<file path="src/rtl/pcie_serdes_pkg.sv">
// Shared types and helpers for the ECP5 PCIe SERDES reset/power-up sequencer.
// Holds the sequencer state encoding, lane-count legality and counter sizing.
package pcie_serdes_pkg;

  typedef enum logic [2:0] {
    ST_PWRDN    = 3'd0,
    ST_DUAL_RST = 3'd1,
    ST_WAIT_PLL = 3'd2,
    ST_TX_RST   = 3'd3,
    ST_WAIT_CDR = 3'd4,
    ST_RX_RST   = 3'd5,
    ST_READY    = 3'd6
  } seq_state_e;

  localparam int RETRY_W = 4;

  function automatic bit lanes_legal(input int n);
    return (n == 1) || (n == 2) || (n == 4);
  endfunction

  // Width that can hold every value 0..max_val.
  function automatic int cnt_width(input int max_val);
    return (max_val < 1) ? 1 : $clog2(max_val + 1);
  endfunction

  function automatic int max3(input int a, input int b, input int c);
    int m;
    m = (a > b) ? a : b;
    return (m > c) ? m : c;
  endfunction

endpackage

</file>
<file path="src/rtl/pcie_serdes_rst_seq_if.sv">
// Sequencer <-> SERDES/PCS/PCIe-core signal bundle. Every signal is a level;
// there is no valid/ready handshake: values are sampled each sys_clk_125 edge.
interface pcie_serdes_rst_seq_if #(parameter int NUM_LANES = 1);
  logic                 tx_pll_lol;
  logic [NUM_LANES-1:0] rx_cdr_lol;
  logic [NUM_LANES-1:0] rx_los;
  logic                 serdes_pdb;
  logic                 tx_pwrup_c;
  logic                 serdes_rst_dual_c;
  logic                 tx_serdes_rst_c;
  logic [NUM_LANES-1:0] rx_serdes_rst_c;
  logic [NUM_LANES-1:0] rx_pcs_rst_c;
  logic                 pcsclkdiv_rst;
  logic                 sli_rst;
  logic [NUM_LANES-1:0] lane_ready;
  logic [2:0]           seq_state;
  logic [3:0]           retry_cnt;

  modport master (
    input  tx_pll_lol, rx_cdr_lol, rx_los,
    output serdes_pdb, tx_pwrup_c, serdes_rst_dual_c, tx_serdes_rst_c,
           rx_serdes_rst_c, rx_pcs_rst_c, pcsclkdiv_rst, sli_rst,
           lane_ready, seq_state, retry_cnt
  );

  modport slave (
    output tx_pll_lol, rx_cdr_lol, rx_los,
    input  serdes_pdb, tx_pwrup_c, serdes_rst_dual_c, tx_serdes_rst_c,
           rx_serdes_rst_c, rx_pcs_rst_c, pcsclkdiv_rst, sli_rst,
           lane_ready, seq_state, retry_cnt
  );
endinterface

</file>
<file path="src/rtl/pcie_lane_lock_det.sv">
// Per-lane CDR lock detector: counts consecutive good cycles to declare lock,
// then counts consecutive bad cycles to debounce loss of lock.
module pcie_lane_lock_det
  import pcie_serdes_pkg::*;
#(
  parameter int RX_LOCK_CYC  = 12500,
  parameter int LOL_DEBOUNCE = 16
) (
  input  logic clk,
  input  logic rst_n,
  input  logic enable,
  input  logic flush,
  input  logic los,
  input  logic cdr_lol,
  output logic lock_nxt,
  output logic locked
);

  localparam int CW = cnt_width(max3(RX_LOCK_CYC, LOL_DEBOUNCE, 1));

  logic [CW-1:0] cnt_q, cnt_d, cnt_raw, cnt_inc;
  logic          locked_q, locked_d, locked_raw, good;

  // One counter serves both phases: good-run length while unlocked,
  // bad-run length while locked.
  always_comb begin
    good       = !los && !cdr_lol;
    cnt_inc    = (cnt_q == '1) ? cnt_q : cnt_q + CW'(1);
    cnt_raw    = '0;
    locked_raw = 1'b0;
    if (enable) begin
      if (!locked_q) begin
        cnt_raw = good ? cnt_inc : '0;
        if (cnt_raw >= CW'(RX_LOCK_CYC)) begin
          locked_raw = 1'b1;
          cnt_raw    = '0;
        end
      end else begin
        cnt_raw    = good ? '0 : cnt_inc;
        locked_raw = 1'b1;
        if (cnt_raw >= CW'(LOL_DEBOUNCE)) begin
          locked_raw = 1'b0;
          cnt_raw    = '0;
        end
      end
    end
    cnt_d    = flush ? '0 : cnt_raw;
    locked_d = locked_raw && !flush;
    lock_nxt = locked_raw;
  end

  always_ff @(posedge clk or negedge rst_n) begin
    if (!rst_n) begin
      cnt_q    <= '0;
      locked_q <= 1'b0;
    end else begin
      cnt_q    <= cnt_d;
      locked_q <= locked_d;
    end
  end

  assign locked = locked_q;

endmodule

</file>
<file path="src/rtl/pcie_serdes_rst_seq.sv">
// Timed reset/power-up sequencer for the ECP5 PCIe SERDES/PCS (x1/x2/x4).
// All outputs are flops loaded from the next-state decode, aligned with seq_state.
module pcie_serdes_rst_seq
  import pcie_serdes_pkg::*;
#(
  parameter int NUM_LANES    = 1,
  parameter int POWER_CYC    = 2500,
  parameter int TX_RST_CYC   = 250,
  parameter int PLL_LOCK_CYC = 12500,
  parameter int RX_LOCK_CYC  = 12500,
  parameter int LOL_DEBOUNCE = 16,
  parameter int TIMEOUT_CYC  = 1250000
) (
  input  logic sys_clk_125,
  input  logic rst_n,
  input  logic force_reset,
  pcie_serdes_rst_seq_if.master serdes
);

  localparam int TIMER_W = cnt_width(max3(POWER_CYC, TX_RST_CYC, TIMEOUT_CYC));
  localparam int PLL_W   = cnt_width(PLL_LOCK_CYC);
  localparam int LOL_W   = cnt_width(LOL_DEBOUNCE);

  generate
    if (!lanes_legal(NUM_LANES)) begin : g_bad_lanes
      $error("pcie_serdes_rst_seq: NUM_LANES must be 1, 2 or 4");
    end
  endgenerate

  seq_state_e           state_q, state_d;
  logic [TIMER_W-1:0]   timer_q, timer_d;
  logic [PLL_W-1:0]     pll_cnt_q, pll_cnt_d, pll_run;
  logic [LOL_W-1:0]     lol_cnt_q, lol_cnt_d, lol_run;
  logic [RETRY_W-1:0]   retry_q, retry_d, retry_inc;
  logic                 pwr_on_q, pwr_on_d;
  logic                 dual_q, dual_d;
  logic                 txrst_q, txrst_d;
  logic                 rxs_q, rxs_d;
  logic                 sli_q, sli_d;
  logic                 entry, lane_en, lane_flush;
  logic [NUM_LANES-1:0] lock_nxt, lane_locked;

  assign lane_en = (state_q == ST_WAIT_CDR) || (state_q == ST_READY);

  for (genvar i = 0; i < NUM_LANES; i++) begin : g_lane
    pcie_lane_lock_det #(
      .RX_LOCK_CYC (RX_LOCK_CYC),
      .LOL_DEBOUNCE(LOL_DEBOUNCE)
    ) u_det (
      .clk     (sys_clk_125),
      .rst_n   (rst_n),
      .enable  (lane_en),
      .flush   (lane_flush),
      .los     (serdes.rx_los[i]),
      .cdr_lol (serdes.rx_cdr_lol[i]),
      .lock_nxt(lock_nxt[i]),
      .locked  (lane_locked[i])
    );
  end

  always_comb begin
    state_d   = state_q;
    retry_inc = (retry_q == '1) ? retry_q : retry_q + RETRY_W'(1);
    retry_d   = retry_q;
    pll_run   = '0;
    lol_run   = '0;
    if (state_q == ST_WAIT_PLL && !serdes.tx_pll_lol)
      pll_run = (pll_cnt_q == '1) ? pll_cnt_q : pll_cnt_q + PLL_W'(1);
    if (state_q == ST_READY && serdes.tx_pll_lol)
      lol_run = (lol_cnt_q == '1) ? lol_cnt_q : lol_cnt_q + LOL_W'(1);

    case (state_q)
      ST_PWRDN:
        if (timer_q == TIMER_W'(POWER_CYC)) state_d = ST_DUAL_RST;
      ST_DUAL_RST:
        if (timer_q == TIMER_W'(TX_RST_CYC)) state_d = ST_WAIT_PLL;
      ST_WAIT_PLL:
        if (pll_run == PLL_W'(PLL_LOCK_CYC)) begin
          state_d = ST_TX_RST;
        end else if (timer_q == TIMER_W'(TIMEOUT_CYC)) begin
          state_d = ST_DUAL_RST;
          retry_d = retry_inc;
        end
      ST_TX_RST:
        if (timer_q == TIMER_W'(TX_RST_CYC)) state_d = ST_WAIT_CDR;
      ST_WAIT_CDR:
        if (&lock_nxt) begin
          state_d = ST_READY;
        end else if (timer_q == TIMER_W'(TIMEOUT_CYC)) begin
          // Lane 0 alone is enough for a down-trained link.
          if (lock_nxt[0]) begin
            state_d = ST_READY;
          end else begin
            state_d = ST_RX_RST;
            retry_d = retry_inc;
          end
        end
      ST_RX_RST:
        if (timer_q == TIMER_W'(TX_RST_CYC)) state_d = ST_WAIT_CDR;
      ST_READY:
        if (lol_run >= LOL_W'(LOL_DEBOUNCE)) state_d = ST_DUAL_RST;
        else if (!lock_nxt[0])               state_d = ST_RX_RST;
      default:
        state_d = ST_PWRDN;
    endcase

    if (force_reset) begin
      state_d = ST_DUAL_RST;
      retry_d = retry_q;
    end

    // force_reset restarts the timer even when already in DUAL_RST.
    entry     = (state_d != state_q) || force_reset;
    timer_d   = entry ? TIMER_W'(1)
                      : ((timer_q == '1) ? timer_q : timer_q + TIMER_W'(1));
    pll_cnt_d = entry ? '0 : pll_run;
    lol_cnt_d = entry ? '0 : lol_run;

    lane_flush = !((state_d == ST_WAIT_CDR) || (state_d == ST_READY));
    pwr_on_d   = pwr_on_q || (state_d != ST_PWRDN);
    dual_d     = (state_d == ST_PWRDN) || (state_d == ST_DUAL_RST);
    txrst_d    = dual_d || (state_d == ST_WAIT_PLL) || (state_d == ST_TX_RST);
    rxs_d      = txrst_d || (state_d == ST_RX_RST);
    sli_d      = (state_d != ST_READY) || dual_d || txrst_d || !pwr_on_d;
  end

  always_ff @(posedge sys_clk_125 or negedge rst_n) begin
    if (!rst_n) begin
      state_q   <= ST_PWRDN;
      timer_q   <= TIMER_W'(1);
      pll_cnt_q <= '0;
      lol_cnt_q <= '0;
      retry_q   <= '0;
      pwr_on_q  <= 1'b0;
      dual_q    <= 1'b1;
      txrst_q   <= 1'b1;
      rxs_q     <= 1'b1;
      sli_q     <= 1'b1;
    end else begin
      state_q   <= state_d;
      timer_q   <= timer_d;
      pll_cnt_q <= pll_cnt_d;
      lol_cnt_q <= lol_cnt_d;
      retry_q   <= retry_d;
      pwr_on_q  <= pwr_on_d;
      dual_q    <= dual_d;
      txrst_q   <= txrst_d;
      rxs_q     <= rxs_d;
      sli_q     <= sli_d;
    end
  end

  assign serdes.serdes_pdb        = pwr_on_q;
  assign serdes.tx_pwrup_c        = pwr_on_q;
  assign serdes.serdes_rst_dual_c = dual_q;
  assign serdes.tx_serdes_rst_c   = txrst_q;
  assign serdes.pcsclkdiv_rst     = txrst_q;
  assign serdes.rx_serdes_rst_c   = {NUM_LANES{rxs_q}};
  assign serdes.rx_pcs_rst_c      = ~lane_locked;
  assign serdes.lane_ready        = lane_locked;
  assign serdes.sli_rst           = sli_q;
  assign serdes.seq_state         = state_q;
  assign serdes.retry_cnt         = retry_q;

endmodule

</file>
<file path="src/flat_wrapper.sv">
// flat-port wrapper written by rule: the top's interface ports become plain ports
module pcie_serdes_rst_seq_flat import pcie_serdes_pkg::*;
#(
  parameter int NUM_LANES    = 1,
  parameter int POWER_CYC    = 2500,
  parameter int TX_RST_CYC   = 250,
  parameter int PLL_LOCK_CYC = 12500,
  parameter int RX_LOCK_CYC  = 12500,
  parameter int LOL_DEBOUNCE = 16,
  parameter int TIMEOUT_CYC  = 1250000
)
  (sys_clk_125, rst_n, force_reset, serdes_tx_pll_lol, serdes_rx_cdr_lol, serdes_rx_los, serdes_serdes_pdb, serdes_tx_pwrup_c, serdes_serdes_rst_dual_c, serdes_tx_serdes_rst_c, serdes_rx_serdes_rst_c, serdes_rx_pcs_rst_c, serdes_pcsclkdiv_rst, serdes_sli_rst, serdes_lane_ready, serdes_seq_state, serdes_retry_cnt);
  pcie_serdes_rst_seq_if #(.NUM_LANES(NUM_LANES)) serdes_i ();
  input  logic sys_clk_125;
  input  logic rst_n;
  input  logic force_reset;
  input wire logic [$bits(serdes_i.tx_pll_lol)-1:0] serdes_tx_pll_lol;
  input wire logic [$bits(serdes_i.rx_cdr_lol)-1:0] serdes_rx_cdr_lol;
  input wire logic [$bits(serdes_i.rx_los)-1:0] serdes_rx_los;
  output wire logic [$bits(serdes_i.serdes_pdb)-1:0] serdes_serdes_pdb;
  output wire logic [$bits(serdes_i.tx_pwrup_c)-1:0] serdes_tx_pwrup_c;
  output wire logic [$bits(serdes_i.serdes_rst_dual_c)-1:0] serdes_serdes_rst_dual_c;
  output wire logic [$bits(serdes_i.tx_serdes_rst_c)-1:0] serdes_tx_serdes_rst_c;
  output wire logic [$bits(serdes_i.rx_serdes_rst_c)-1:0] serdes_rx_serdes_rst_c;
  output wire logic [$bits(serdes_i.rx_pcs_rst_c)-1:0] serdes_rx_pcs_rst_c;
  output wire logic [$bits(serdes_i.pcsclkdiv_rst)-1:0] serdes_pcsclkdiv_rst;
  output wire logic [$bits(serdes_i.sli_rst)-1:0] serdes_sli_rst;
  output wire logic [$bits(serdes_i.lane_ready)-1:0] serdes_lane_ready;
  output wire logic [$bits(serdes_i.seq_state)-1:0] serdes_seq_state;
  output wire logic [$bits(serdes_i.retry_cnt)-1:0] serdes_retry_cnt;
  assign serdes_i.tx_pll_lol = serdes_tx_pll_lol;
  assign serdes_i.rx_cdr_lol = serdes_rx_cdr_lol;
  assign serdes_i.rx_los = serdes_rx_los;
  assign serdes_serdes_pdb = serdes_i.serdes_pdb;
  assign serdes_tx_pwrup_c = serdes_i.tx_pwrup_c;
  assign serdes_serdes_rst_dual_c = serdes_i.serdes_rst_dual_c;
  assign serdes_tx_serdes_rst_c = serdes_i.tx_serdes_rst_c;
  assign serdes_rx_serdes_rst_c = serdes_i.rx_serdes_rst_c;
  assign serdes_rx_pcs_rst_c = serdes_i.rx_pcs_rst_c;
  assign serdes_pcsclkdiv_rst = serdes_i.pcsclkdiv_rst;
  assign serdes_sli_rst = serdes_i.sli_rst;
  assign serdes_lane_ready = serdes_i.lane_ready;
  assign serdes_seq_state = serdes_i.seq_state;
  assign serdes_retry_cnt = serdes_i.retry_cnt;
  pcie_serdes_rst_seq #(.NUM_LANES(NUM_LANES), .POWER_CYC(POWER_CYC), .TX_RST_CYC(TX_RST_CYC), .PLL_LOCK_CYC(PLL_LOCK_CYC), .RX_LOCK_CYC(RX_LOCK_CYC), .LOL_DEBOUNCE(LOL_DEBOUNCE), .TIMEOUT_CYC(TIMEOUT_CYC)) u_core (.sys_clk_125(sys_clk_125), .rst_n(rst_n), .force_reset(force_reset), .serdes(serdes_i));
endmodule
</file>
<file path="config.mk">
export PLATFORM = sky130hd
export DESIGN_NAME = pcie_serdes_rst_seq_flat
export DESIGN_NICKNAME = d
export VERILOG_FILES = /design/src/rtl/pcie_serdes_pkg.sv /design/src/rtl/pcie_serdes_rst_seq_if.sv /design/src/rtl/pcie_lane_lock_det.sv /design/src/rtl/pcie_serdes_rst_seq.sv /design/src/flat_wrapper.sv
export SDC_FILE = /design/constraint.sdc
export NUM_CORES = 1
export LEC_CHECK = 0
export BUFFER_PORTS_ARGS = -buffer_cell sky130_fd_sc_hd__clkbuf_2
export CORE_ASPECT_RATIO = 1.2
export CORE_MARGIN = 2
export CORE_UTILIZATION = 42
export DETAILED_ROUTE_END_ITERATION = 8
export GPL_ROUTABILITY_DRIVEN = 1
export PLACE_DENSITY = 0.69
export SLEW_MARGIN = 20
export SYNTH_ARGS = -nofsm -noshare
export SYNTH_HDL_FRONTEND = slang
export SYNTH_SLANG_ARGS = --single-unit
</file>
<file path="constraint.sdc">
create_clock -name sys_clk_125 -period 5.2 [get_ports sys_clk_125]
set_clock_uncertainty 0.1 [all_clocks]
set_input_delay 0 -clock sys_clk_125 [delete_from_list [all_inputs] [get_ports sys_clk_125]]
set_output_delay 0 -clock sys_clk_125 [all_outputs]
set_load 0.01 [all_outputs]
</file>
Yosys cells after proc, flatten, opt, wreduce, memory -nomap -nowiden
Cells that the tools add are included.
- $add $sub $neg: 5
- magnitude comparators: 3
- equal/unequal tests: 26
- multiplexer cells: 36
- bitwise gates (word level): 2
- reductions and logical operators: 25
- operator list (cell ; count):
    14-bit 2-to-1 mux ; 11
    14-bit equality test, second input constant ; 3
    21-bit equality test, second input constant ; 2
    21-bit 2-to-1 mux ; 2
    3-bit 2-to-1 mux ; 10
    14-bit by 1-bit adder with 14-bit output, second input constant ; 2
    21-bit by 1-bit adder with 21-bit output, second input constant ; 1
    21-bit by 12-bit equality test with 1-bit output, second input constant ; 1
    21-bit by 8-bit equality test with 1-bit output, second input constant ; 1
    3-bit equality test, second input constant ; 6
    3-bit one-hot mux with 6 select lines ; 1
    4-bit 2-to-1 mux ; 4
    5-bit 2-to-1 mux ; 3
    14-bit greater-or-equal comparator, second input constant ; 1
    14-bit by 5-bit greater-or-equal comparator with 1-bit output, second input constant ; 1
    3-bit by 2-bit equality test with 1-bit output, second input constant ; 4
    1-bit logical OR ; 11
    4-bit one-hot mux with 2 select lines ; 1
    3-bit by 1-bit equality test with 1-bit output, second input constant ; 2
    3-bit logical NOT ; 2
    5-bit by 1-bit adder with 5-bit output, second input constant ; 1
    5-bit equality test, second input constant ; 1
    5-bit greater-or-equal comparator, second input constant ; 1
    4-bit by 1-bit adder with 4-bit output, second input constant ; 1
    other kinds (13) ; 24
- flip-flop bits (word level): 67
- input bits: 6
- output and inout port bits: 16
- word-level logic and storage cells: 109

Longest topological paths before layout
- depth in word-level cells: 17
- gate-level depth with buffers: 12

Cells and area by module
Synthesis repeated with hierarchy kept, for this count alone.
- cells, all modules: 445
- area, all modules: 4070.2 µm²
- modules (own cells, without submodules) (module ; times used ; cells each ; area an instance (µm²) ; sequential area each (µm²)):
    pcie_serdes_rst_seq ; 1 ; 321 ; 2995.4 ; 1307.5
    pcie_lane_lock_det ; 1 ; 124 ; 1074.8 ; 375.4

Worst setup path after synthesis
Ideal clock, no wire load.
- kind: register to register
- start: reg u_core.timer_q[15]
- end: reg u_core.pwr_on_q, in the netlist u_core.serdes.serdes_pdb
- arrival: 2.699 ns
- setup slack: 2.263 ns
- stages on the path, launching flop included: 10
- clock period less this slack: 2.937 ns
- path through: dfrtp_1 or4_4 nor4_4 nand4_2 and3_4 or3_1 buf_2 a31oi_4 inv_2 or4_1
- longest elaborated chain between the ends: 7
- ends and longest elaborated chain (item ; RTL line ; RTL):
    start: declaration ; pcie_serdes_rst_seq.sv:31 ; logic [TIMER_W-1:0] timer_q, timer_d;
    start signal: assignment ; pcie_serdes_rst_seq.sv:141 ; timer_q <= timer_d;
    21-bit equality test ; pcie_serdes_rst_seq.sv:80, pcie_serdes_rst_seq.sv:89 ;
    3-bit 2-to-1 mux (on tied branches) ; pcie_serdes_rst_seq.sv:89, pcie_serdes_rst_seq.sv:80 ;
    3-bit 2-to-1 mux (on tied branches) ; pcie_serdes_rst_seq.sv:87, pcie_serdes_rst_seq.sv:78 ;
    3-bit one-hot mux with 6 select lines * ; pcie_serdes_rst_seq.sv:72 ; case (state_q)
    3-bit 2-to-1 mux * ; pcie_serdes_rst_seq.sv:107 ; if (force_reset) begin
    via u_core.state_d[0] ; pcie_serdes_rst_seq.sv:30 ; seq_state_e state_q, state_d;
    3-bit nonzero test * ; pcie_serdes_rst_seq.sv:120 ; pwr_on_d = pwr_on_q || (state_d != ST_PWRDN);
    1-bit logical OR * ; pcie_serdes_rst_seq.sv:120 ;
    via u_core.pwr_on_d ; pcie_serdes_rst_seq.sv:35 ; logic pwr_on_q, pwr_on_d;
    end signal: assignment ; pcie_serdes_rst_seq.sv:145 ; pwr_on_q <= pwr_on_d;
    end: declaration ; pcie_serdes_rst_seq.sv:35 ;
The timed path passes the listed nets; every way through them passes the cells marked *.
A chain may end at the register's enable or synchronous reset.

Worst setup path in the final report
- start: reg u_core.pll_cnt_q[5]
- end: reg u_core.timer_q[9]
- longest elaborated chain between the ends: 10
- ends and longest elaborated chain (item ; RTL line ; RTL):
    start: declaration ; pcie_serdes_rst_seq.sv:32 ; logic [PLL_W-1:0] pll_cnt_q, pll_cnt_d, pll_run;
    start signal: assignment ; pcie_serdes_rst_seq.sv:142 ; pll_cnt_q <= pll_cnt_d;
    14-bit by 1-bit adder with 14-bit output or 14-bit equality test (tied branches) ; pcie_serdes_rst_seq.sv:68 ; pll_run = (pll_cnt_q == '1) ? pll_cnt_q : pll_cnt_q + PLL_W'(1);
    14-bit 2-to-1 mux * ; pcie_serdes_rst_seq.sv:68 ;
    14-bit 2-to-1 mux * ; pcie_serdes_rst_seq.sv:67 ; if (state_q == ST_WAIT_PLL && !serdes.tx_pll_lol)
    14-bit equality test * ; pcie_serdes_rst_seq.sv:78 ; if (pll_run == PLL_W'(PLL_LOCK_CYC)) begin
    3-bit 2-to-1 mux * ; pcie_serdes_rst_seq.sv:78 ;
    3-bit one-hot mux with 6 select lines * ; pcie_serdes_rst_seq.sv:72 ;
    3-bit 2-to-1 mux * ; pcie_serdes_rst_seq.sv:107 ;
    3-bit inequality test * ; pcie_serdes_rst_seq.sv:113 ; entry = (state_d != state_q) || force_reset;
    1-bit logical OR * ; pcie_serdes_rst_seq.sv:113 ;
    2-bit by 1-bit inequality test with 1-bit output (no source line) or 21-bit 2-to-1 mux (tied branches) ; n/a ;
Mark *: on every way between the ends. The rest lies on a longest branch, timed or not.

==> flow_metrics.tcl <==
set metrics [dict create \
    cts_tree "built" \
    place.detailed.hpwl_um 7360 \
    busiest_layer "met2" \
    wl_um 10300 \
    use_met1_pct 22.2 \
    grt_max_degree 68 \
    vias_per_cell 5.94 \
    layout-area-overhead-vs-synth_pct 12.3 \
    final.setup.tns_ps 0 \
    synth_ff_type "dfrtp_1" \
    core_um2 10100 \
    synth-edff-count 0 \
    netlist-cell-type-count 79 \
    htree_levels 3 \
    cts.sinks 67 \
    finalPower_mw 1.27 \
    ys_seq_elements 67 \
    drive_gt1_share_pct 13.5 \
    n_fill_cell 913 \
    synth_nets 507 \
    final.min_clock_period_ps 3590 \
    fin_cells 636 \
    seq_area_frac_synth_pct 38.6 \
    nNetsFinal 518 \
    overflow 0 \
    max-clock-path-buffers 2 \
    p_leak_nw 1.92 \
    drc 0 \
    port_buffers 21 \
    synth_top_family_by_area "simple AND/OR/NAND/NOR gates" \
    cts_buffers 9 \
    clk-insertion-delay-late_ps 340 \
    final_common_cell "dfrtp_1" \
    grt_setup_unrepaired "false" \
    io_pins 22 \
    whs_ps 207 \
    final_max_slew_viol_count 0 \
    critPathCaptureType "flip-flop" \
    path_clk_slew_ps 60 \
    p_per_area_nw_per_um2 260 \
    cp-start-kind "flip-flop" \
    hp-class "input port to flip-flop" \
    drt_iter0_drc 275 \
    maxSlewHeadroom_pct 46.0 \
    ir_drop_mv 0.141 \
    antenna_found_initial 0 \
    finalCritPeriodShare_pct 69.1 \
    ant_nets 0 \
    synth_xor_area_share_pct 7.43 \
    synth_compound_area_share_pct 12.7 \
    die_w_um 97.0 \
    postSynthAreaPerCell_um2 8.83 \
    initial_utilization_pct 43.4 \
    cts_root_buf "clkbuf_16" \
    path_class "flip-flop to flip-flop" \
    final_cell_mix "62 x dfrtp_1, 54 x nor2_1, 43 x nand2_1, 35 x nor3_1, 32 x nand3_1" \
    cp_data_arrival_time_ps 3680 \
    cp_max_fo 21 \
    synthAdderAreaFrac_pct 2.01 \
    ctsResizeCount 0 \
    routedWlPerCell_um 16.2 \
    fmax_mhz 278 \
    async_flop_share_pct 100 \
    cap_violations 0 \
    worst_ep_required_time_ps 5280 \
    grt_util_all_layers_pct 19.1 \
    drt-pass1-iter-count 8 \
    vias 3781 \
    yosys.area_share.simple_pct 34.2 \
    worstMarginPinSlew_ps 810 \
    postLayoutCoreUtil_pct 48.7 \
    syn_area_um2 4360 \
    fp.dieArea_um2 11200 \
    grt_pass1_wl_um 17500 \
    outcome "complete, no violations" \
    syn-instance-count 494 \
    die_h_um 116 \
    met3_usage_pct 4.40 \
    hold_violations 0 \
    grt_pass1_vias 3731 \
    gp_congestion 0.945 \
    antenna_cells 0 \
    dp.cells 617 \
    synthMuxAreaShare_pct 0.918 \
    setup_viol 0 \
    yosysWarningCount 0 \
    num_rows 40 \
    use_met2_pct 34.7 \
]
==> power by group <==
group / total (mW) / switching, mW / internal, mW
combinational: 0.0304 / 0.0210 / 0.00940
sequential: 0.530 / 0.00436 / 0.525
clock: 0.713 / 0.240 / 0.472
total: 1.27 / 0.266 / 1.01
==> state kept, by name, indices dropped and copies added (netlist names) <==
name	flops
u_core.serdes.retry_cnt	4
u_core.serdes.rx_serdes_rst_c	1
u_core.g_lane.u_det.locked	1
u_core.timer_q	21
u_core.lol_cnt_q	5
u_core.serdes.pcsclkdiv_rst	1
u_core.pll_cnt_q	14
u_core.serdes.serdes_pdb	1
u_core.serdes.seq_state	3
u_core.serdes.sli_rst	1
u_core.serdes.serdes_rst_dual_c	1
u_core.g_lane.u_det.cnt_q	14
==> what timing repair did <==
action,CTS,global route
setup endpoints to repair,0,0
endpoints found under the hold margin,70,0
setup buffers,0,0
hold buffers,3,0
==> worst paths after layout <==
path                                                             start                                   endpoint  slack [ps]  depth (start not counted)
worst min-delay path                                 serdes_rx_cdr_lol  u_core.g_lane[0].u_det.cnt_q[5]$_DFF_PN0_         210                          5
worst max register to register           u_core.pll_cnt_q[5]$_DFF_PN0_              u_core.timer_q[9]$_DFFE_PN0P_        1610                         10
min in group asynchronous                                        rst_n  u_core.g_lane[0].u_det.cnt_q[0]$_DFF_PN0_         290                          3
worst max-delay path                     u_core.pll_cnt_q[5]$_DFF_PN0_              u_core.timer_q[9]$_DFFE_PN0P_        1610                         10
worst min register to register  u_core.serdes.retry_cnt[3]$_DFFE_PN0P_     u_core.serdes.retry_cnt[3]$_DFFE_PN0P_         410                          1
max in group asynchronous                                        rst_n              u_core.pll_cnt_q[9]$_DFF_PN0_        4180                          3
==> cell usage after synthesis (3+ instances only) <==
master / count / share of area, %
and3_1: 18 / 2.6
and2_1: 7 / 1.0
nor2_1: 54 / 4.6
or4_1: 4 / 0.69
a211oi_1: 6 / 1.0
buf_4: 3 / 0.52
or3_1: 4 / 0.57
dfstp_2: 5 / 3.0
clkbuf_1: 11 / 0.95
nor4_1: 5 / 0.72
o211ai_1: 3 / 0.52
a22oi_1: 5 / 0.86
nand4_1: 17 / 2.4
nor3b_1: 3 / 0.52
a31oi_1: 5 / 0.72
a21oi_1: 16 / 1.8
buf_2: 9 / 1.0
xnor2_1: 18 / 3.6
xor2_1: 19 / 3.8
o21ai_0: 12 / 1.4
and4_1: 7 / 1.4
nand2_1: 43 / 3.7
dfrtp_1: 62 / 36
inv_1: 14 / 1.2
nand3b_1: 3 / 0.52
nand3_1: 32 / 3.7
mux2i_1: 4 / 0.92
nor3_1: 35 / 4.0
nand4_2: 4 / 1.1
ha_1: 7 / 2.0
==> routing by layer <==
metal	vias up	wire, um
met4	0	164
met1	1819	4300
met3	14	424
met5	-	0
li1	1831	-
met2	117	5410
==> kinds of logic after synthesis <==
logic type,count (synthesis)
buf+inv,41
fa+ha+maj,7
xor+xnor,37
compound gates,75
simple gates,262
mux,4
other cells,1
flops,67
==> critical path: stages (launching register included) <==
cell and delay (ps):
dfrtp_1 490, nand4_1 320, o41ai_1 700, o21ai_0 240
nor4b_1 360, nand4_1 250, a21oi_1 380, a21oi_1 70
a21oi_1 170, buf_4 260, nor3_1 100
==> layout make-up <==
type / instances / area (um2) / share of cell area, %
inverter: 15 / 56.3 / 1.15
clock inverter: 7 / 125 / 2.55
sequential: 67 / 1680 / 34.4
clock buffer: 9 / 225 / 4.60
timing repair buffer: 26 / 150 / 3.07
multi-input combinational: 386 / 2500 / 51.1
tap: 126 / 158 / 3.22
==> metrics by stage <==
| stage | cell area, um2 | setup WS (ps) |
|---|---|---|
| 5_1_grt | 4900 | 1370 |
| 3_3_place_gp | 4520 | 1770 |
| 4_1_cts | 4900 | 1650 |
| 6_report | 4900 | 1610 |
| 2_1_floorplan | 4360 | 2260 |
| 3_5_place_dp | 4520 | 1660 |
Note: power is estimated with default switching activity, not from simulation.
